==> src/rtl/filter_frame_arbiter.sv <==
// Round-robin frame arbiter feeding a 3x3 filter from two window streams.
// Optional frame watchdog enabled with `define FRAME_ARB_WDOG_EN.
module filter_frame_arbiter #(
  parameter int unsigned DATA_WIDTH     = 8,
  parameter int unsigned TIMEOUT_CYCLES = 4096
) (
  input  logic                    clk,
  input  logic                    rst_n,
  input  logic                    s0_val,
  input  logic [9*DATA_WIDTH-1:0] s0_data,
  input  logic                    s0_sof,
  input  logic                    s0_sol,
  input  logic                    s0_eol,
  input  logic                    s0_eof,
  output logic                    s0_rdy,
  input  logic                    s1_val,
  input  logic [9*DATA_WIDTH-1:0] s1_data,
  input  logic                    s1_sof,
  input  logic                    s1_sol,
  input  logic                    s1_eol,
  input  logic                    s1_eof,
  output logic                    s1_rdy,
  output logic                    m_val,
  output logic [9*DATA_WIDTH-1:0] m_data,
  output logic                    m_sof,
  output logic                    m_sol,
  output logic                    m_eol,
  output logic                    m_eof,
  input  logic                    m_rdy,
  output logic [1:0]              gnt,
  output logic                    wdog_err
);

  typedef enum logic [1:0] {IDLE = 2'd0, GNT0 = 2'd1, GNT1 = 2'd2} state_t;

  state_t state;
  logic   last_w;
  logic   accept;
  logic   elig0, elig1, pick1;
  logic   wdog_hit;

  assign elig0  = s0_val & s0_sof;
  assign elig1  = s1_val & s1_sof;
  // last_w = 1 means source 1 won last, so source 0 takes a tie.
  assign pick1  = elig1 & (~elig0 | ~last_w);
  assign accept = m_val & m_rdy;

  always_comb begin
    s0_rdy = 1'b0;
    s1_rdy = 1'b0;
    m_val  = 1'b0;
    m_data = '0;
    m_sof  = 1'b0;
    m_sol  = 1'b0;
    m_eol  = 1'b0;
    m_eof  = 1'b0;
    if (rst_n) begin
      unique case (state)
        IDLE: begin
          // Non-sof beats are drained so a partial frame cannot block arbitration.
          s0_rdy = s0_val & ~s0_sof;
          s1_rdy = s1_val & ~s1_sof;
        end
        GNT0: begin
          m_val  = s0_val;
          m_data = s0_data;
          m_sof  = s0_sof;
          m_sol  = s0_sol;
          m_eol  = s0_eol;
          m_eof  = s0_eof;
          s0_rdy = m_rdy;
        end
        GNT1: begin
          m_val  = s1_val;
          m_data = s1_data;
          m_sof  = s1_sof;
          m_sol  = s1_sol;
          m_eol  = s1_eol;
          m_eof  = s1_eof;
          s1_rdy = m_rdy;
        end
        default: ;
      endcase
    end
  end

`ifdef FRAME_ARB_WDOG_EN
  logic [15:0] wdog_cnt;
  logic        wdog_err_q;

  assign wdog_hit = (state != IDLE) & ~accept &
                    (wdog_cnt == 16'(TIMEOUT_CYCLES - 1));
  assign wdog_err = wdog_err_q;

  always_ff @(posedge clk) begin
    if (!rst_n) begin
      wdog_cnt   <= '0;
      wdog_err_q <= 1'b0;
    end else begin
      wdog_err_q <= wdog_hit;
      if (state == IDLE || accept || wdog_hit)
        wdog_cnt <= '0;
      else
        wdog_cnt <= wdog_cnt + 16'd1;
    end
  end
`else
  logic wdog_unused;

  assign wdog_unused = ^TIMEOUT_CYCLES;
  assign wdog_hit    = 1'b0;
  assign wdog_err    = 1'b0;
`endif

  always_ff @(posedge clk) begin
    if (!rst_n) begin
      state  <= IDLE;
      gnt    <= 2'b00;
      last_w <= 1'b1;
    end else begin
      unique case (state)
        IDLE: begin
          if (elig0 | elig1) begin
            state <= pick1 ? GNT1 : GNT0;
            gnt   <= pick1 ? 2'b10 : 2'b01;
          end
        end
        GNT0, GNT1: begin
          if ((accept & m_eof) | wdog_hit) begin
            state  <= IDLE;
            gnt    <= 2'b00;
            last_w <= (state == GNT1);
          end
        end
        default: begin
          state <= IDLE;
          gnt   <= 2'b00;
        end
      endcase
    end
  end

endmodule

==> config.mk <==
export PLATFORM = sky130hd
export DESIGN_NAME = filter_frame_arbiter
export DESIGN_NICKNAME = d
export VERILOG_FILES = /design/src/rtl/filter_frame_arbiter.sv
export SDC_FILE = /design/constraint.sdc
export NUM_CORES = 1
export LEC_CHECK = 0
export BUFFER_PORTS_ARGS = -buffer_cell sky130_fd_sc_hd__buf_2
export CORE_AREA = 2 2 94 96
export DETAILED_ROUTE_END_ITERATION = 8
export DIE_AREA = 0 0 96 98
export MAX_ROUTING_LAYER = met4
export PLACE_DENSITY_LB_ADDON = 0.2
export SKIP_CTS_REPAIR_TIMING = 1
export SLEW_MARGIN = 20
export SYNTH_ARGS = -nofsm -noshare
export SYNTH_HDL_FRONTEND = slang
export SYNTH_SLANG_ARGS = --single-unit
==> constraint.sdc <==
create_clock -name clk -period 1.9 [get_ports clk]
set_input_delay 0.285 -clock clk [delete_from_list [all_inputs] [get_ports clk]]
set_output_delay 0.285 -clock clk [all_outputs]
set_load 0.01 [all_outputs]
Word level (Yosys, flattened, before mapping)
Index checks and enable logic that the tools add are counted.
- equality and inequality tests: 4
- mux-type cells: 20
- bitwise logic cells: 13
- reduce and logical (&&, ||, !) cells: 4
- operators with widths (operator ; count):
    $pmux 72 s2 ; 1
    $mux 72 ; 1
    $pmux 1 s2 ; 7
    $and 1x1->1 ; 7
    $mux 1 ; 7
    $mux 2 ; 3
    $ne 2x2->1 const B ; 2
    $not 1->1 ; 4
    $pmux 2 s2 ; 1
    $reduce_and 2->1 ; 2
    $eq 2x1->1 const B ; 1
    $eq 2x2->1 const B ; 1
    $logic_not 2->1 ; 1
    $or 1x1->1 ; 2
    $reduce_or 2->1 ; 1
- register bits: 3
- bits of input ports: 157
- word-level logic and storage cells: 43

Logic depth before layout (Yosys ltp)
Gate-level depths: netlist of the first run.
- depth after elaboration: 7
- depth in mapped cells: 7

Worst setup path before layout of the first run
Ideal clock, no wire load.
- kind: register to register
- start point: register state[0]
- end point: register state[0]
- library setup time: 0.120 ns
- arrival time: 1.733 ns
- data required time: 1.780 ns
- setup slack: 0.047 ns
- cell stages (with the launch flop): 7
- clock period less this slack: 1.853 ns
- path through: dfxtp_1 -> inv_1 -> ha_1 -> nand2_4 -> or4_4 -> a32o_1 -> mux2i_1
- longest elaborated chain between the ends: 7
- elaborated cells between the ends (all ways): 14
- ends and longest elaborated chain (item ; RTL line ; source):
    from (decl) ; 36 ; state_t state;
    from (signal assigned) ; 124 ; state <= pick1 ? GNT1 : GNT0;
    $eq 2x2->1 or $eq 2x1->1 (tied branches) ; 58, 121 ;
    $pmux 1 s2 ; 58 ; unique case (state)
    $mux 1 ; 57 ; if (rst_n) begin
    $and 1x1->1 ; 46 ; assign accept = m_val & m_rdy;
    $and 1x1->1 ; 129 ; if ((accept & m_eof) | wdog_hit) begin
    $ne 2x2->1 (no line) ; -- ;
    $reduce_and 2->1 (no line) ; -- ;
Several ways; a longest one is shown, not always the timed one.
A chain may end at the register's enable or synchronous reset.

Worst setup path in the final report of the first run
- start point: register state[1]
- end point: register state[1]
Same word-level chain as after synthesis.

==> results.py, run 1 <==
metrics = {
    "outcome": {
        "run_status": "finished clean",
    },
    "clocking": {
        "cts_inserted_buffers": 3,
        "clock_sinks": 3,
        "htree_num_levels": 1,
        "cts_tree": "done",
        "path_clk_slew_ps": 30,
        "clock_latency_ps": 210,
        "root_buffer": "clkbuf_8",
        "clock_tree.buffer_depth": 2,
    },
    "grt": {
        "grt_antenna_before_repair": 0,
        "globalRouteMet1Util": 0.149,
        "grt_util_all_layers": 0.131,
        "grt.met2_usage": 0.252,
        "grt-ovfl-total": 0,
        "use_met3": 0.00617,
        "grt_start_max_net_pins": 45,
        "grt_pass1_wl_um": 10100,
        "global_route.peak_usage_layer": "met2",
        "grt_pass1_vias": 2297,
    },
    "synth": {
        "synth_enable_flop_cells": 0,
        "netlist-cell-type-count": 20,
        "synth.cell_area_mm2": 0.00124,
        "synthesis.instances": 215,
        "postSynthAreaPerCell_um2": 5.76,
        "seq_area_frac_synth": 0.0485,
        "ys_warn_count": 0,
        "net_count_of_the_mapped_netlist": 375,
        "synth_async_sr_flop_share": 0,
        "ys_seq_elements": 3,
        "synth_flop_cell": "dfxtp_1",
    },
    "drt": {
        "detail_route.wl_per_cell_um": 12.6,
        "num_vias": 2448,
        "drt.antenna.violating_nets": 0,
        "totalWireLength_um": 6850,
        "vias_per_cell": 4.51,
        "first_pass_iters": 6,
        "first_iter_violations": 79,
        "route.detailed.drc": 0,
    },
    "critical_path": {
        "max_stage_delay_ps": 530,
        "worstSetupPathType": "flip-flop to flip-flop",
        "required_ps": 2000,
        "r2r-end": "state[1]",
        "r2r_cells": 6,
        "timing.critical_path.to_type": "flip-flop",
        "critical_path.reg2reg.startpoint": "state[1]",
        "critPathArrivalTime_ps": 1980,
        "cp-start-kind": "flip-flop",
        "timing.critical_path.fanout_max": 4,
        "standard_cell_with_the_maximum_stage_delay_on_the_critical_path": "or4_4",
        "timing.critical_path.buf_inv": 1,
        "critical-path-top-delay-family": "simple AND/OR/NAND/NOR gates",
        "critical_path.cell_chain": "inv_1 > ha_1 > nand2_4 > or4_4 > a32o_1 > mux2i_1",
        "setup_slack_of_the_worst_register_to_register_path_ps": 20,
    },
    "final_layout": {
        "area_growth_pct": 111,
        "final_area_mm2": 0.00261,
        "nFillCells": 974,
        "insertedDiodeCount": 0,
        "post_route_insts_no_fill": 543,
        "layout_cells_sized_above_1": 0.582,
        "number_of_nets_in_the_layout": 596,
        "area.sequential_um2": 60.1,
        "final_core_util": 0.308,
        "area_of_combinational_cells_with_multiple_inputs_mm2": 0.00106,
    },
    "floorplanning": {
        "chipWidth_um": 96,
        "io_pins": 239,
        "floorplan.initialDensity": 0.146,
        "fp.coreArea_mm2": 0.00847,
        "floorplan.rows": 34,
        "dieArea_mm2": 0.00941,
        "die_height_um": 98,
    },
    "power": {
        "switching_share": 0.514,
        "powerDensity_mw_per_mm2": 706,
        "power_share_of_the_sequential_group": 0.047,
        "totalPowerFinal_mw": 1.84,
        "irDropWorstVdd_v": 0.000565,
        "cellInternalPower_uw": 896,
        "combPwrFrac": 0.853,
        "clkPwrFrac": 0.100,
        "p_sw_uw": 947,
        "power.static_leakage_nw": 1.42,
    },
    "placement": {
        "post-dp-hpwl_um": 5460,
        "numPortBuffers": 237,
        "placed_cells_incl_taps": 539,
        "dp_slack_ps": 60.3,
        "dpl-instance-area_mm2": 0.00254,
        "place_congestion": 0.789,
    },
    "sta": {
        "final-max-slew-violation-count": 0,
        "fmax_mhz": 532,
        "timing.final.setup_violations": 0,
        "report.final.hold_viol_count": 0,
        "worst_case_clock_skew_ps": 0.717,
        "setup_tns_ps": 0,
        "unrepaired_setup_endpoints_after_global_routing": "yes",
        "post-route-period-util": 0.990,
        "finalCriticalPeriod_ps": 1880,
        "finalWorstSetupSlack_ps": 19.9,
        "hold_slack_ps": 329,
    },
    "min_path": {
        "worst_hold_path.num_cells": 2,
        "holdPathEnd": "last_w",
        "worstHoldPathType": "input port to flip-flop",
        "min-delay-start": "rst_n",
    },
    "flow_run": {
        "cap_violations": 0,
    },
}
## flip-flops by register name, summed over array words and instances, names as in the netlist
name,cells
state,2
last_w,1
## cell usage in the layout, fill, tap and decap left out, drive strengths merged, types with 2 or more instances in the layout
cell	count
nor2	77
and2	2
a22oi	77
ha	3
o21ai	2
buf	244
clkbuf	4
mux2i	3
nand2	11
inv	3
dfxtp	3
## power by group through the flow
stage	clock network [mW]	logic, mW	registers, mW
4_1_cts	0.188	1.53	0.0856
6_report	0.185	1.57	0.0859
5_1_grt	0.191	1.76	0.0867
3_5_place_dp	0	1.53	0.0864
3_3_place_gp	0	1.52	0.0860
2_1_floorplan	0	0.973	0.0973
## worst reg2reg max path, stage by stage (launching register included)
cell and delay, ps:
dfxtp_1 360, inv_1 80, ha_1 330, nand2_4 80
or4_4 530, a32o_1 260, mux2i_1 130
## how the worst max path moves through the flow
stage	start	end	slack, ps	cells after the start
6_report	state[1]	state[1]	20	6
5_1_grt	state[1]	state[0]	-50	6
4_1_cts	state[1]	m_data[0]	-90	6
2_1_floorplan	state[0]	state[0]	50	6
3_3_place_gp	state[1]	state[1]	80	6
3_5_place_dp	state[1]	state[1]	60	6
## synthesized netlist by cell type, types with 2 or more instances
| cell | count | share of area |
|---|---|---|
| ha_1 | 3 | 0.030 |
| buf_2 | 2 | 0.0081 |
| nand2_1 | 10 | 0.030 |
| mux2i_1 | 3 | 0.024 |
| buf_1 | 7 | 0.021 |
| buf_4 | 2 | 0.012 |
| and2_1 | 2 | 0.010 |
| clkbuf_1 | 17 | 0.052 |
| a22oi_1 | 77 | 0.47 |
| nor2_1 | 77 | 0.23 |
| inv_1 | 3 | 0.0091 |
| dfxtp_1 | 3 | 0.049 |
| o21ai_0 | 2 | 0.0081 |
## logic make-up (layout without fill, tap and decap cells)
family / Yosys count / in the layout / synth area share
and+or+nand+nor: 93 / 93 / 0.301
AOI/OAI and AO/OA: 81 / 81 / 0.490
DFF: 3 / 3 / 0.0485
muxes: 3 / 3 / 0.0243
buffers and inverters: 31 / 251 / 0.102
adders and majority gates: 3 / 3 / 0.0303
other: 1 / 1 / 0.00303
## per-layer routing
metal | wire, um | up-vias
li1 | - | 1221
met1 | 2740 | 1118
met2 | 3630 | 103
met3 | 427 | 6
met4 | 44 | 0
met5 | 0 | -
## cell type report
class / count / area share
Inverter: 3 / 0.00431
Multi-Input combinational cell: 181 / 0.404
Sequential cell: 3 / 0.0230
Clock buffer: 4 / 0.0172
Timing Repair Buffer: 244 / 0.499
Tap cell: 108 / 0.0517
No activity file was read; power rests on OpenSTA's default activity.
==> run 2, diff against run 1 <==
--- a/config.mk
+++ b/config.mk
@@ -10,7 +10,7 @@
 export DETAILED_ROUTE_END_ITERATION = 8
 export DIE_AREA = 0 0 96 98
 export MAX_ROUTING_LAYER = met4
-export PLACE_DENSITY_LB_ADDON = 0.2
+export PLACE_DENSITY = 0.52
 export SKIP_CTS_REPAIR_TIMING = 1
 export SLEW_MARGIN = 20
 export SYNTH_ARGS = -nofsm -noshare
==> run 2 against run 1 <==
- via count grew 1.7%
- core utilization grew 0.99 points
- highest routed layer unchanged
- largest power group unchanged
- first-iteration DRC count increased by 23%
- design area up 3.2%
- non-clock buffer count up 3
- critical path type is now flip-flop to output pin
- largest cell class unchanged
- count of clock-buffer cells in the layout did not move
==> results.py, run 2 (synthesized netlist as in run 1, its figures left out) <==
metrics = {
    "clocking": {
        "cts_tree": "done",
        "path_clk_slew_ps": 30,
        "clock_tree.buffer_depth": 2,
        "cts_inserted_buffers": 3,
        "clock_sinks": 3,
        "htree_num_levels": 1,
        "clock_latency_ps": 210,
        "root_buffer": "clkbuf_8",
    },
    "power": {
        "p_sw_mw": 1.01,
        "switching_share": 0.503,
        "power.static_leakage_nw": 1.45,
        "irDropWorstVdd_v": 0.000792,
        "clkPwrFrac": 0.093,
        "cellInternalPower_uw": 993,
        "combPwrFrac": 0.865,
        "powerDensity_mw_per_mm2": 742,
        "power_share_of_the_sequential_group": 0.042,
    },
    "final_layout": {
        "largest_reg_flops": 2,
        "area_of_combinational_cells_with_multiple_inputs_mm2": 0.00109,
        "final_area_mm2": 0.00270,
        "area.sequential_um2": 60.1,
        "number_of_nets_in_the_layout": 599,
        "nFillCells": 953,
        "layout_cells_sized_above_1": 0.589,
        "insertedDiodeCount": 0,
        "most_common_cell_after_layout_fill_and_taps_aside": "buf_2",
        "highest_count_cells_in_the_layout_ignoring_fill_and_taps": "buf_2, a22oi_1, nor2_1, nand2_1",
        "area_growth_pct": 118,
        "top_regs": "state: 2 flops, last_w: 1 flops",
        "largest-register": "state",
    },
    "sta": {
        "unrepaired_setup_endpoints_after_global_routing": "no",
        "report.final.hold_viol_count": 0,
        "setup_tns_ps": 0,
        "worst_case_clock_skew_ps": 0.140,
        "timing.final.setup_violations": 0,
        "finalCriticalPeriod_ps": 1800,
        "fmax_mhz": 557,
        "post-route-period-util": 0.945,
        "final-max-slew-violation-count": 0,
    },
    "floorplanning": {
        "fp.coreArea_mm2": 0.00847,
        "floorplan.initialDensity": 0.146,
        "io_pins": 239,
        "chipWidth_um": 96,
        "floorplan.rows": 34,
        "dieArea_mm2": 0.00941,
        "die_height_um": 98,
    },
    "drt": {
        "detail_route.wl_per_cell_um": 13.2,
        "first_pass_iters": 6,
        "first_iter_violations": 97,
        "drt.antenna.violating_nets": 0,
        "top_signal_layer_used": "met4",
        "met2WireLength_um": 3660,
        "num_vias": 2489,
        "met3_wirelength_um": 464,
        "vias_per_cell": 4.56,
        "met1_length_um": 3000,
        "totalWireLength_um": 7200,
        "route.detailed.drc": 0,
    },
    "placement": {
        "post-dp-hpwl_um": 5620,
        "place_congestion": 0.879,
        "numPortBuffers": 237,
        "dpl-instance-area_mm2": 0.00255,
    },
    "grt": {
        "grt_antenna_before_repair": 0,
        "grt_pass1_wl_um": 10100,
        "grt_pass1_vias": 2150,
        "grt-ovfl-total": 0,
        "grt_util_all_layers": 0.132,
        "grt_start_max_net_pins": 51,
    },
    "flow_run": {
        "cap_violations": 0,
    },
    "critical_path": {
        "critPathArrivalTime_ps": 1510,
        "timing.critical_path.to_type": "output pin",
        "worstSetupPathType": "flip-flop to output pin",
        "timing.critical_path.fanout_max": 25,
        "required_ps": 1620,
        "cp-start-kind": "flip-flop",
    },
    "outcome": {
        "run_status": "finished clean",
    },
    "min_path": {
        "worstHoldPathType": "input port to flip-flop",
    },
}
==> run 2: changes by cell type in the layout (fill, tap and decap cells not counted), sizes merged <==
cell	before	now
clkbuf	4	6
buf	244	245
==> run 2: worst paths after layout <==
path                            cells past startpoint          to  slack, ps      from
worst max register to register                      6    state[0]        110  state[0]
worst min register to register                      2      last_w        470    last_w
worst min-delay path                                2      last_w        320     rst_n
worst max-delay path                                6  m_data[61]        100  state[1]
==> run 2: worst max-delay path, cell delays in order (launching register included) <==
cell and delay [ps]:
dfxtp_1 300, buf_4 150, ha_4 190, buf_12 170, a22oi_1 280, nor2_1 70
buf_2 140
==> run 2: metrics by stage <==
step | total power, mW | hold slack (ps) | cells | setup slack, ps | utilization
floorplan | 1.07 | 445 | 215 | 47.0 | -
global placement | 1.60 | 468 | 540 | 114 | 0.301
detailed placement | 1.63 | 465 | 540 | 99.6 | 0.301
CTS | 1.83 | 316 | 544 | 10.1 | 0.306
global route | 2.21 | 339 | 546 | 13.4 | 0.318
finish | 2.00 | 319 | 546 | 104 | 0.318
==> run 2: power by group through the flow <==
stage	Sequential (mW)	Combinational, mW	Clock, mW
floorplan	0.0973	0.973	0
global placement	0.0852	1.51	0
detailed placement	0.0852	1.55	0
CTS	0.0844	1.55	0.192
global route	0.0856	1.92	0.203
finish	0.0842	1.73	0.186
==> run 2: layout make-up <==
type | instances | area share
multi-input cells | 181 | 0.405
well taps | 108 | 0.0501
inverters | 3 | 0.00418
clock buffers | 4 | 0.0167
flip-flops and latches | 3 | 0.0223
repair buffers | 247 | 0.502
==> run 2: metal layers <==
layer | global-route usage | vias to the layer above
li1 | - | 1229
met1 | 0.155 | 1130
met2 | 0.238 | 120
met3 | 0.0170 | 10
met4 | 0.0264 | 0
met5 | - | -
==> run 3, diff against run 2 <==
--- a/config.mk
+++ b/config.mk
@@ -5,12 +5,12 @@
 export SDC_FILE = /design/constraint.sdc
 export NUM_CORES = 1
 export LEC_CHECK = 0
-export BUFFER_PORTS_ARGS = -buffer_cell sky130_fd_sc_hd__buf_2
+export BUFFER_PORTS_ARGS = -buffer_cell sky130_fd_sc_hd__buf_4
+export CAP_MARGIN = 20
 export CORE_AREA = 2 2 94 96
 export DETAILED_ROUTE_END_ITERATION = 8
 export DIE_AREA = 0 0 96 98
 export MAX_ROUTING_LAYER = met4
-export PLACE_DENSITY = 0.52
 export SKIP_CTS_REPAIR_TIMING = 1
 export SLEW_MARGIN = 20
 export SYNTH_ARGS = -nofsm -noshare
==> run 3 against run 2 <==
- via count increased by 0.28%
- sequential cell count stayed put
- clock skew up 4.4 ps
- hold slack got worse by 18 ps
- register-to-register slack got worse by 40 ps
- fmax is 2.1% lower
- sequential share of layout area decreased by 0.24 points
- critical path depth did not move
- combinational power increased by 9%
- critical endpoint is now state[0]
- largest cell class unchanged
==> results.py, run 3 (synthesized netlist as in run 1, its figures left out) <==
metrics = {
    "grt": {
        "grt-ovfl-total": 0,
        "grt_pass1_wl_um": 10400,
        "grt_start_max_net_pins": 78,
        "grt_util_all_layers": 0.136,
        "grt_antenna_before_repair": 0,
        "grt_pass1_vias": 2337,
    },
    "clocking": {
        "htree_num_levels": 1,
        "cts_inserted_buffers": 3,
        "root_buffer": "clkbuf_8",
        "clock_sinks": 3,
        "cts_tree": "done",
        "path_clk_slew_ps": 30,
        "clock_tree.buffer_depth": 2,
        "clock_latency_ps": 220,
    },
    "floorplanning": {
        "chipWidth_um": 96,
        "floorplan.rows": 34,
        "dieArea_mm2": 0.00941,
        "floorplan.initialDensity": 0.146,
        "fp.coreArea_mm2": 0.00847,
        "die_height_um": 98,
        "io_pins": 239,
    },
    "final_layout": {
        "largest_reg_flops": 2,
        "area_growth_pct": 164,
        "largest-register": "state",
        "area.sequential_um2": 65.1,
        "highest_count_cells_in_the_layout_ignoring_fill_and_taps": "buf_4, a22oi_1, nor2_1, nand2_1, buf_12",
        "most_common_cell_after_layout_fill_and_taps_aside": "buf_4",
        "top_regs": "state: 2 flops, last_w: 1 flops",
        "area_of_combinational_cells_with_multiple_inputs_mm2": 0.00110,
        "final_core_util": 0.386,
        "layout_cells_sized_above_1": 0.598,
        "nFillCells": 878,
        "number_of_nets_in_the_layout": 596,
        "insertedDiodeCount": 0,
        "post_route_insts_no_fill": 543,
    },
    "drt": {
        "first_iter_violations": 106,
        "num_vias": 2496,
        "vias_per_cell": 4.60,
        "route.detailed.drc": 0,
        "drt.antenna.violating_nets": 0,
        "detail_route.wl_per_cell_um": 13.8,
        "totalWireLength_um": 7510,
        "first_pass_iters": 4,
    },
    "sta": {
        "timing.final.setup_violations": 0,
        "post-route-period-util": 0.965,
        "finalCriticalPeriod_ps": 1830,
        "finalWorstSetupSlack_ps": 66.2,
        "final-max-slew-violation-count": 0,
        "fmax_mhz": 545,
        "setup_tns_ps": 0,
        "worst_case_clock_skew_ps": 4.57,
        "report.final.hold_viol_count": 0,
    },
    "power": {
        "totalPowerFinal_mw": 2.17,
        "powerDensity_mw_per_mm2": 664,
        "power.static_leakage_nw": 1.56,
        "irDropWorstVdd_v": 0.000705,
    },
    "outcome": {
        "run_status": "finished clean",
    },
    "critical_path": {
        "required_ps": 2000,
        "critPathArrivalTime_ps": 1930,
        "timing.critical_path.to_type": "flip-flop",
        "timing.critical_path.fanout_max": 4,
        "cp-start-kind": "flip-flop",
        "worstSetupPathType": "flip-flop to flip-flop",
    },
    "placement": {
        "placed_cells_incl_taps": 538,
        "place_congestion": 0.850,
        "dp_slack_ps": 31.6,
        "numPortBuffers": 237,
        "post-dp-hpwl_um": 5570,
    },
    "flow_run": {
        "cap_violations": 0,
    },
    "min_path": {
        "worstHoldPathType": "input port to flip-flop",
    },
}
[run 3: cell types whose count changed in the layout (fill, tap and decap cells not counted), sizes merged]
cell | before | now
buf | 245 | 243
clkbuf | 6 | 5
[run 3: metal layers]
metal	global-route usage	part of all wire
met2	0.247	0.51
met4	0.0330	0.017
met3	0.0185	0.083
met1	0.155	0.39
met5	-	0
[run 3: critical path, cell delays in order, from the launching register on]
cell and delay (ps):
dfxtp_2 370, inv_2 80, ha_4 280, nand2_4 70
or4_4 530, a32o_1 250, mux2i_1 120
[run 3: where the power goes]
part	internal, mW	leakage [nW]	switching (mW)
registers	0.0812	0.0256	0.0227
logic	0.905	1.51	0.970
clock network	0.144	0.0228	0.0486
[run 3: final cells by class]
cell class,count,area share
flip-flops and latches,3,0.0199
clock buffers,4,0.0138
well taps,108,0.0413
inverters,3,0.00344
multi-input cells,181,0.335
repair buffers,244,0.587
[run 3: stage by stage]
| stage | cell area (um^2) | hold slack (ps) |
|---|---|---|
| 2_1_floorplan | 1240 | 445 |
| 3_3_place_gp | 3140 | 479 |
| 3_5_place_dp | 3140 | 487 |
| 4_1_cts | 3180 | 297 |
| 5_1_grt | 3270 | 301 |
| 6_report | 3270 | 301 |
[run 3: worst paths after layout]
kind,startpoint,endpoint,slack [ps],cells past startpoint
max,state[0],state[0],70,6
min,rst_n,last_w,300,2
max reg2reg,state[0],state[0],70,6
min reg2reg,last_w,last_w,500,2
